## config.mk

```make
export PLATFORM = sky130hd
export DESIGN_NAME = hazard_sb
export DESIGN_NICKNAME = d
export VERILOG_FILES = /design/src/rtl/hazard_sb.sv
export SDC_FILE = /design/constraint.sdc
export NUM_CORES = 1
export LEC_CHECK = 0
export BUFFER_PORTS_ARGS = -buffer_cell sky130_fd_sc_hd__buf_2
export CAP_MARGIN = 10
export CORE_UTILIZATION = 54
export DETAILED_ROUTE_END_ITERATION = 10
export PLACE_DENSITY = 0.75
export SLEW_MARGIN = 20
export SYNTH_ARGS = -nofsm -noshare
export SYNTH_HDL_FRONTEND = slang
export SYNTH_SLANG_ARGS = --single-unit
```

## constraint.sdc

```tcl
create_clock -name clk -period 2.85 [get_ports clk]
set_clock_uncertainty 0.1 [all_clocks]
set_input_delay 0.285 -clock clk [delete_from_list [all_inputs] [get_ports clk]]
set_output_delay 0.285 -clock clk [all_outputs]
set_load 0.05 [all_outputs]
```

## src/rtl/hazard_sb.sv

```systemverilog
// hazard_sb - scoreboard hazard and pipeline-control unit for the five-stage core.
//
// Each architectural register (except r0) owns a small down-counter holding the
// number of cycles until its pending result becomes forwardable. A D-stage
// instruction stalls while any register it reads still has a nonzero count.
// This handles results of any latency (ALU, load, multi-cycle mul/div), not
// only the load-use case.
//
// Ports:
//   clk, rst                 core clock, synchronous active-high reset
//   i_stall, d_stall         instruction / data memory not ready
//   div_stallE               multi-cycle divider busy
//   is_exceptM               exception taken in M; flushes the whole pipe
//   issue_valid              a valid instruction sits in D
//   rs_d/rt_d, rs_use/rt_use D-stage sources and whether they are read
//   rd_d, rd_we, rd_lat      D-stage destination, write enable, result latency
//   stall{F,D,E,M,W}         stage hold
//   flush{F,D,E,M,W}         stage bubble
//   longest_stall            any global freeze source
//   data_stall_cyc           data-hazard stall cycles (performance build only)
//   freeze_cyc               freeze cycles (performance build only)
//
// Build option: define HAZARD_SB_PERF_EN to build the two saturating
// performance counters. Without it both counter outputs are tied to 0.

module hazard_sb #(
  parameter int REG_AW = 5,
  parameter int LAT_W  = 3,
  parameter int CNT_W  = 32
) (
  input  logic              clk,
  input  logic              rst,
  input  logic              i_stall,
  input  logic              d_stall,
  input  logic              div_stallE,
  input  logic              is_exceptM,
  input  logic              issue_valid,
  input  logic [REG_AW-1:0] rs_d,
  input  logic [REG_AW-1:0] rt_d,
  input  logic              rs_use,
  input  logic              rt_use,
  input  logic [REG_AW-1:0] rd_d,
  input  logic              rd_we,
  input  logic [LAT_W-1:0]  rd_lat,
  output logic              stallF,
  output logic              stallD,
  output logic              stallE,
  output logic              stallM,
  output logic              stallW,
  output logic              flushF,
  output logic              flushD,
  output logic              flushE,
  output logic              flushM,
  output logic              flushW,
  output logic              longest_stall,
  output logic [CNT_W-1:0]  data_stall_cyc,
  output logic [CNT_W-1:0]  freeze_cyc
);

  localparam int NREG = 2 ** REG_AW;

  // r0 is hardwired to zero, so it has no counter and is never busy.
  logic [LAT_W-1:0] cnt_q [NREG-1:1];
  logic [LAT_W-1:0] cnt_d [NREG-1:1];
  logic [NREG-1:0]  busy;
  logic             hz;
  logic             data_stall;
  logic             issue;

  always_comb begin
    busy = '0;
    for (int r = 1; r < NREG; r++) begin
      busy[r] = (cnt_q[r] != '0);
    end
  end

  assign longest_stall = i_stall | d_stall | div_stallE;
  assign hz            = issue_valid & ((rs_use & busy[rs_d]) | (rt_use & busy[rt_d]));
  assign data_stall    = hz & ~longest_stall;

  assign stallD = hz | longest_stall;
  assign stallF = stallD & ~is_exceptM;
  assign stallE = longest_stall;
  assign stallM = longest_stall;
  assign stallW = longest_stall & ~is_exceptM;

  assign flushE = data_stall | is_exceptM;
  assign flushF = is_exceptM;
  assign flushD = is_exceptM;
  assign flushM = is_exceptM;
  assign flushW = is_exceptM;

  assign issue = issue_valid & ~stallD & rd_we & (rd_d != '0);

  // Exception wipes every pending result; a freeze holds all counts; otherwise
  // counts drain by one and a new issue reloads its destination (the reload
  // wins over the decrement, so the newest writer's latency is what counts).
  always_comb begin
    for (int r = 1; r < NREG; r++) begin
      cnt_d[r] = cnt_q[r];
      if (is_exceptM) begin
        cnt_d[r] = '0;
      end else if (!longest_stall) begin
        if (cnt_q[r] != '0) cnt_d[r] = cnt_q[r] - LAT_W'(1);
        if (issue && (rd_d == REG_AW'(r))) cnt_d[r] = rd_lat;
      end
    end
  end

  always_ff @(posedge clk) begin
    for (int r = 1; r < NREG; r++) begin
      if (rst) cnt_q[r] <= '0;
      else     cnt_q[r] <= cnt_d[r];
    end
  end

`ifdef HAZARD_SB_PERF_EN
  logic [CNT_W-1:0] data_stall_cyc_q, data_stall_cyc_d;
  logic [CNT_W-1:0] freeze_cyc_q, freeze_cyc_d;

  // Saturating counters; only rst clears them so exceptions do not lose history.
  always_comb begin
    data_stall_cyc_d = data_stall_cyc_q;
    freeze_cyc_d     = freeze_cyc_q;
    if (data_stall && (data_stall_cyc_q != '1)) data_stall_cyc_d = data_stall_cyc_q + CNT_W'(1);
    if (longest_stall && (freeze_cyc_q != '1))  freeze_cyc_d     = freeze_cyc_q + CNT_W'(1);
  end

  always_ff @(posedge clk) begin
    if (rst) begin
      data_stall_cyc_q <= '0;
      freeze_cyc_q     <= '0;
    end else begin
      data_stall_cyc_q <= data_stall_cyc_d;
      freeze_cyc_q     <= freeze_cyc_d;
    end
  end

  assign data_stall_cyc = data_stall_cyc_q;
  assign freeze_cyc     = freeze_cyc_q;
`else
  assign data_stall_cyc = '0;
  assign freeze_cyc     = '0;
`endif

endmodule

```

==> results.ini, run 1 <==
[die]
die-area_um2 = 15000
die_x_um = 123
start_util = 0.560
core_um2 = 14000
die_y_um = 123
io-pin-count = 103
row_count = 43

[yosys]
ys_types = 55
synthCells = 956
yosys-top-cells-area = dfxtp_1, ha_1, buf_4
synth_flop_cell = dfxtp_1
ys_seq_elements = 93
yosysMostFrequentCell = inv_1
synthTopCellsByCount = inv_1, dfxtp_1, buf_4
async_reset_ff_frac = 0
yosysSeqAreaShare = 0.237
synth_edf_count = 0
yosysTopAreaCellShare = 0.237
ys_warn_count = 0
synth_top_area_cell = dfxtp_1
syn_avg_cell_area_um2 = 8.22
syn-cell-area_um2 = 7860

[global_route]
antenna_found_initial = 0
grt_pass1_vias = 8578
track_usage = 0.391
grt_first_pass_wirelength_mm = 44.9
grt_max_degree = 120
grt_overflow = 0

[layout]
n_antenna_cell = 0
largest_reg_flops = 93
area_growth_pct = 45.7
drive_gt1_frac = 0.482
top_register = cnt_q
fin_nets = 1256
reg_top3 = cnt_q x93

[min_path]
hold_path_class = input pin to register
min_delay_path_depth = 3
hp-start = rd_lat[0]
min_to = cnt_q[0][78]$_SDFFE_PP0P_

[setup_path]
critical_path.cell_chain = inv_4 -> ha_4 -> ha_4 -> mux4_2 -> mux2i_2 -> o221ai_2 -> o2111ai_4 -> buf_12 -> buf_6 -> buf_6 -> buf_8 -> nor4_4 -> buf_4 -> buf_4 -> a32oi_1 -> nand2_1
reg2regPathDepth = 16
crit_path_max_incr_delay_ns = 0.49
worstPathMaxFanout = 6
r2r-end = cnt_q[0][90]$_SDFFE_PP0P_
cp_slowest_cell = mux4_2
r2r_start = cnt_q[0][52]$_SDFFE_PP0P_
arrival_ns = 3.38
path_class = register to register
worst_ep_required_time_ns = 2.99
crit_start = cnt_q[0][52]$_SDFFE_PP0P_
critPathLaunchType = register
end_kind = register
rrSetupSlack_ns = -0.39

[sta]
finalSetupViolations = 95
timing.final.crit_share = 1.14
fin_ws_ns = -0.392
hold_viol = 0
fin_setup_tns_ns = -21.77
rsz0062_at_grt = yes
timing.fmax_mhz = 308
slew_violations = 0
tightest_slew_ns = 1.10
fin_crit_ns = 3.24
slew_headroom = 0.266
holdWs_ns = 0.218

[place]
gp_congestion = 0.878
portBuffers = 38
dpl.hpwl_mm = 14.3

[run_status]
status = complete, but fails checks
violations = negative setup slack

[routing]
postRouteAntennaNets = 0
drt_pass1_iterations = 6
vias = 8934
avgRoutedWirePerCell_um = 23.2
wl_mm = 31.3
drtIter0Drc = 1279
drcViolationCount = 0
vias_per_cell = 6.61

[pwr]
cellLeakagePower_nw = 4.36
p_per_area_nw_per_um2 = 288
ir_worst_vdd_v = 0.000594
power_mw = 3.30

[cts]
cts_buffer_depth = 2
ctsHtreeMaxLevel = 3
cts_sinks = 93
cts-buffers-inserted = 9
cts_tree = done
hold_buffers = 0
cts_root_buffer = clkbuf_16
clock_latency_ns = 0.38
clkTransAtPathRegs_ns = 0.07

[flow_run]
maxCapViolations = 0

[worst max-delay path by stage]
stage,to,depth (start not counted)
global placement,cnt_q[0][56]$_SDFFE_PP0P_,12
CTS,stallF,13
finish,cnt_q[0][90]$_SDFFE_PP0P_,16
global route,cnt_q[0][90]$_SDFFE_PP0P_,16
detailed placement,cnt_q[0][59]$_SDFFE_PP0P_,12
floorplan,stallF,11
[metal layers]
metal	routed length [um]	global-route usage
met1	11200	0.433
met2	14500	0.634
met3	3150	0.116
met4	2500	0.287
met5	0	0
[kinds of logic after synthesis]
group / Yosys count / share of synthesized area
adders and majority gates: 62 / 0.0987
AOI/OAI and AO/OA: 210 / 0.200
other: 1 / 0.000477
and+or+nand+nor: 283 / 0.212
DFF: 93 / 0.237
muxes: 63 / 0.0955
buffers and inverters: 244 / 0.156
[per-stage QoR]
stage / utilization / setup slack (ns) / instance area, um^2 / std cells
after floorplan: - / -0.0974 / 8370 / 1019
after global placement: 0.644 / -0.190 / 9040 / 1227
after detailed placement: 0.644 / -0.258 / 9040 / 1227
after CTS: 0.793 / -0.288 / 11100 / 1338
after global routing: 0.816 / -0.468 / 11500 / 1351
final: 0.816 / -0.392 / 11500 / 1351
[power breakdown]
| group | switching, mW | total (mW) | internal [mW] | leakage (nW) |
|---|---|---|---|---|
| Sequential | 0.0000702 | 1.30 | 1.30 | 0.770 |
| Combinational | 0.459 | 0.610 | 0.152 | 3.43 |
| Clock | 0.597 | 1.39 | 0.792 | 0.158 |
[layout by cell type, fill, tap and decap left out, types with 12 or more instances in the layout]
cell,instances
or4_4,23
a211oi_2,14
nand2_1,58
dfxtp_2,42
dfxtp_1,51
a22oi_1,29
a21o_1,13
nor3_1,18
a31oi_1,14
o22a_1,12
ha_4,53
a211oi_1,29
inv_2,41
a2bb2oi_2,12
mux2i_1,44
inv_1,57
a21oi_1,16
buf_4,195
nor4_4,18
conb_1,64
buf_6,30
nor2_1,39
nor2b_1,31
nand3_1,40
buf_2,35
[area by class of cell]
type | instances | area [um^2]
inverters | 100 | 379
multi-input cells | 682 | 6260
clock inverters | 6 | 86.3
repair buffers | 280 | 2340
clock buffers | 10 | 239
fillers | 708 | 2590
well taps | 180 | 225
flip-flops and latches | 93 | 1910
[repair_timing]
item,CTS,global route
buffers inserted,105,25
setup endpoints to repair,90,96
gates cloned,4,0
pin swaps,120,69
gates resized for setup,239,66
[worst max-delay path, delay by kind of cell (launching register included)]
family	cells	cell delay, ns
muxes	2	0.73
adders and majority gates	2	0.34
buffers and inverters	7	0.87
AOI/OAI and AO/OA	3	0.51
DFF	1	0.36
and+or+nand+nor	2	0.20
No activity file was read; power rests on OpenSTA's default activity.
==> run 2: changes to the inputs <==
CAP_MARGIN = 20   (was 10)
CORE_ASPECT_RATIO = 0.9   (was not set)
==> results.ini, run 2 (synthesis results as in run 1) <==
[die]
die_x_um = 129
start_util = 0.557
die_y_um = 116
die-area_um2 = 15000
row_count = 41
io-pin-count = 103
core_um2 = 14100

[pwr]
p_clk_frac = 0.406
seqPwrFrac = 0.407
cellLeakagePower_nw = 4.15
ir_worst_vdd_v = 0.000415
p_per_area_nw_per_um2 = 285
swShare = 0.322
power_mw = 3.19
p_sw_mw = 1.03
intPower_mw = 2.16
combinationalPowerShare = 0.188

[cts]
cts_buffer_depth = 2
clock_latency_ns = 0.37
cts_sinks = 93
cts-buffers-inserted = 9
ctsHtreeMaxLevel = 3
cts_root_buffer = clkbuf_16
clkTransAtPathRegs_ns = 0.07
cts_tree = done

[setup_path]
cp_slowest_cell = mux4_2
critPathLaunchType = register
endpoint = stallF
rrSetupSlack_ns = -0.33
crit_cells = 11
crit_start = cnt_q[0][24]$_SDFFE_PP0P_
r2r_start = cnt_q[0][52]$_SDFFE_PP0P_
crit_buf_inv = 3
reg2regPathDepth = 12
crit_family = multiplexers
worst_ep_required_time_ns = 2.47
worstPathMaxFanout = 3
end_kind = primary output
r2r-end = cnt_q[0][11]$_SDFFE_PP0P_
path_class = register to primary output
arrival_ns = 2.82
cpMostUsedCell = ha_4
crit_path_max_incr_delay_ns = 0.48
critical_path.cell_chain = inv_2 -> ha_4 -> ha_4 -> mux4_2 -> mux2i_4 -> nor2_4 -> nor4b_4 -> buf_12 -> o21ai_4 -> a21oi_4 -> buf_6

[sta]
timing.fmax_mhz = 312
fin_crit_ns = 3.20
timing.final.crit_share = 1.12
fin_ws_ns = -0.352
finalSetupViolations = 95
slew_headroom = 0.177
rsz0062_at_grt = yes
hold_viol = 0
slew_violations = 0
holdWs_ns = 0.210
tightest_slew_ns = 1.23

[global_route]
grt_first_pass_wirelength_mm = 39.7
grt_pass1_vias = 7706
antenna_found_initial = 0
track_usage = 0.342
grt_max_degree = 105
grt_overflow = 0

[min_path]
hp-start = rd_lat[0]
min_delay_path_depth = 3
hold_path_class = input pin to register

[layout]
area_growth_pct = 42.3
top_register = cnt_q
reg_top3 = cnt_q x93
drive_gt1_frac = 0.481
fin_nets = 1207
layout_common_cells = buf_4, conb_1, dfxtp_1
largest_reg_flops = 93
mostFrequentLayoutCell = buf_4
n_antenna_cell = 0

[routing]
vias = 8411
vias_per_cell = 6.40
drtIter0Drc = 1027
postRouteAntennaNets = 0
wl_mm = 28.3
drcViolationCount = 0
avgRoutedWirePerCell_um = 21.6
drt_pass1_iterations = 6

[run_status]
violations = negative setup slack
status = complete, but fails checks

[place]
portBuffers = 38
dpl.hpwl_mm = 14.6
gp_congestion = 0.865

[flow_run]
maxCapViolations = 0

-- run 2: cell types whose count changed in the layout (fill, tap and decap cells not counted), sizes merged --
cell    delta
buf       -49
bufinv     -1
clkbuf     +1
clkinv     -1
-- run 2: worst min path at each step --
stage,end,slack (ns)
after floorplan,cnt_q[0][64]$_SDFFE_PP0P_,0.34
after global placement,cnt_q[0][67]$_SDFFE_PP0P_,0.35
after detailed placement,cnt_q[0][73]$_SDFFE_PP0P_,0.35
after CTS,cnt_q[0][78]$_SDFFE_PP0P_,0.21
after global routing,cnt_q[0][78]$_SDFFE_PP0P_,0.24
final,cnt_q[0][78]$_SDFFE_PP0P_,0.21
-- run 2: timing repair --
action	4_1_cts	5_1_grt
pin swaps	116	81
endpoints found under the setup margin	92	96
buffers inserted	45	31
hold endpoints to repair	0	0
gates cloned	2	0
hold buffers	0	0
resized for setup	231	110
-- run 2: per-stage QoR --
stage                util  area, um^2  setup slack (ns)  instances  setup TNS, ns
finish              0.793       11200            -0.352       1314         -18.87
global route        0.793       11200            -0.433       1314         -28.03
CTS                 0.751       10600            -0.238       1294          -7.52
detailed placement  0.641        9040            -0.293       1242         -13.00
global placement    0.641        9040            -0.226       1242         -11.10
floorplan               -        8370           -0.0974       1019         -0.164
-- run 2: final cells by class --
class	count	area, um^2
timing repair buffer	231	1940
multi-input combinational	682	6420
tap	193	241
fill	769	2920
inverter	100	377
clock buffer	11	253
clock inverter	4	47.5
sequential	93	1910
-- run 2: worst register-to-register path, cell delays in order (launching register included) --
cell       delay [ns]
dfxtp_2          0.32
inv_2            0.07
ha_4             0.14
ha_4             0.17
mux2i_1          0.09
mux4_2           0.48
nand4b_1         0.17
o2111ai_4        0.22
buf_6            0.19
buf_6            0.13
or4_4            0.59
mux2i_4          0.22
a211oi_2         0.21
-- run 2: per-layer routing --
metal,track usage,up-vias,share of wire
li1,-,3639,-
met1,0.411,3972,0.38
met2,0.578,620,0.47
met3,0.0586,180,0.087
met4,0.205,0,0.063
met5,0,-,0
-- run 2: power by group through the flow --
stage	Clock, mW	Sequential (mW)	Combinational [mW]
3_5_place_dp	0	1.33	0.487
3_3_place_gp	0	1.33	0.485
5_1_grt	1.33	1.30	0.617
2_1_floorplan	0	1.33	0.447
4_1_cts	1.29	1.30	0.556
6_report	1.29	1.30	0.599
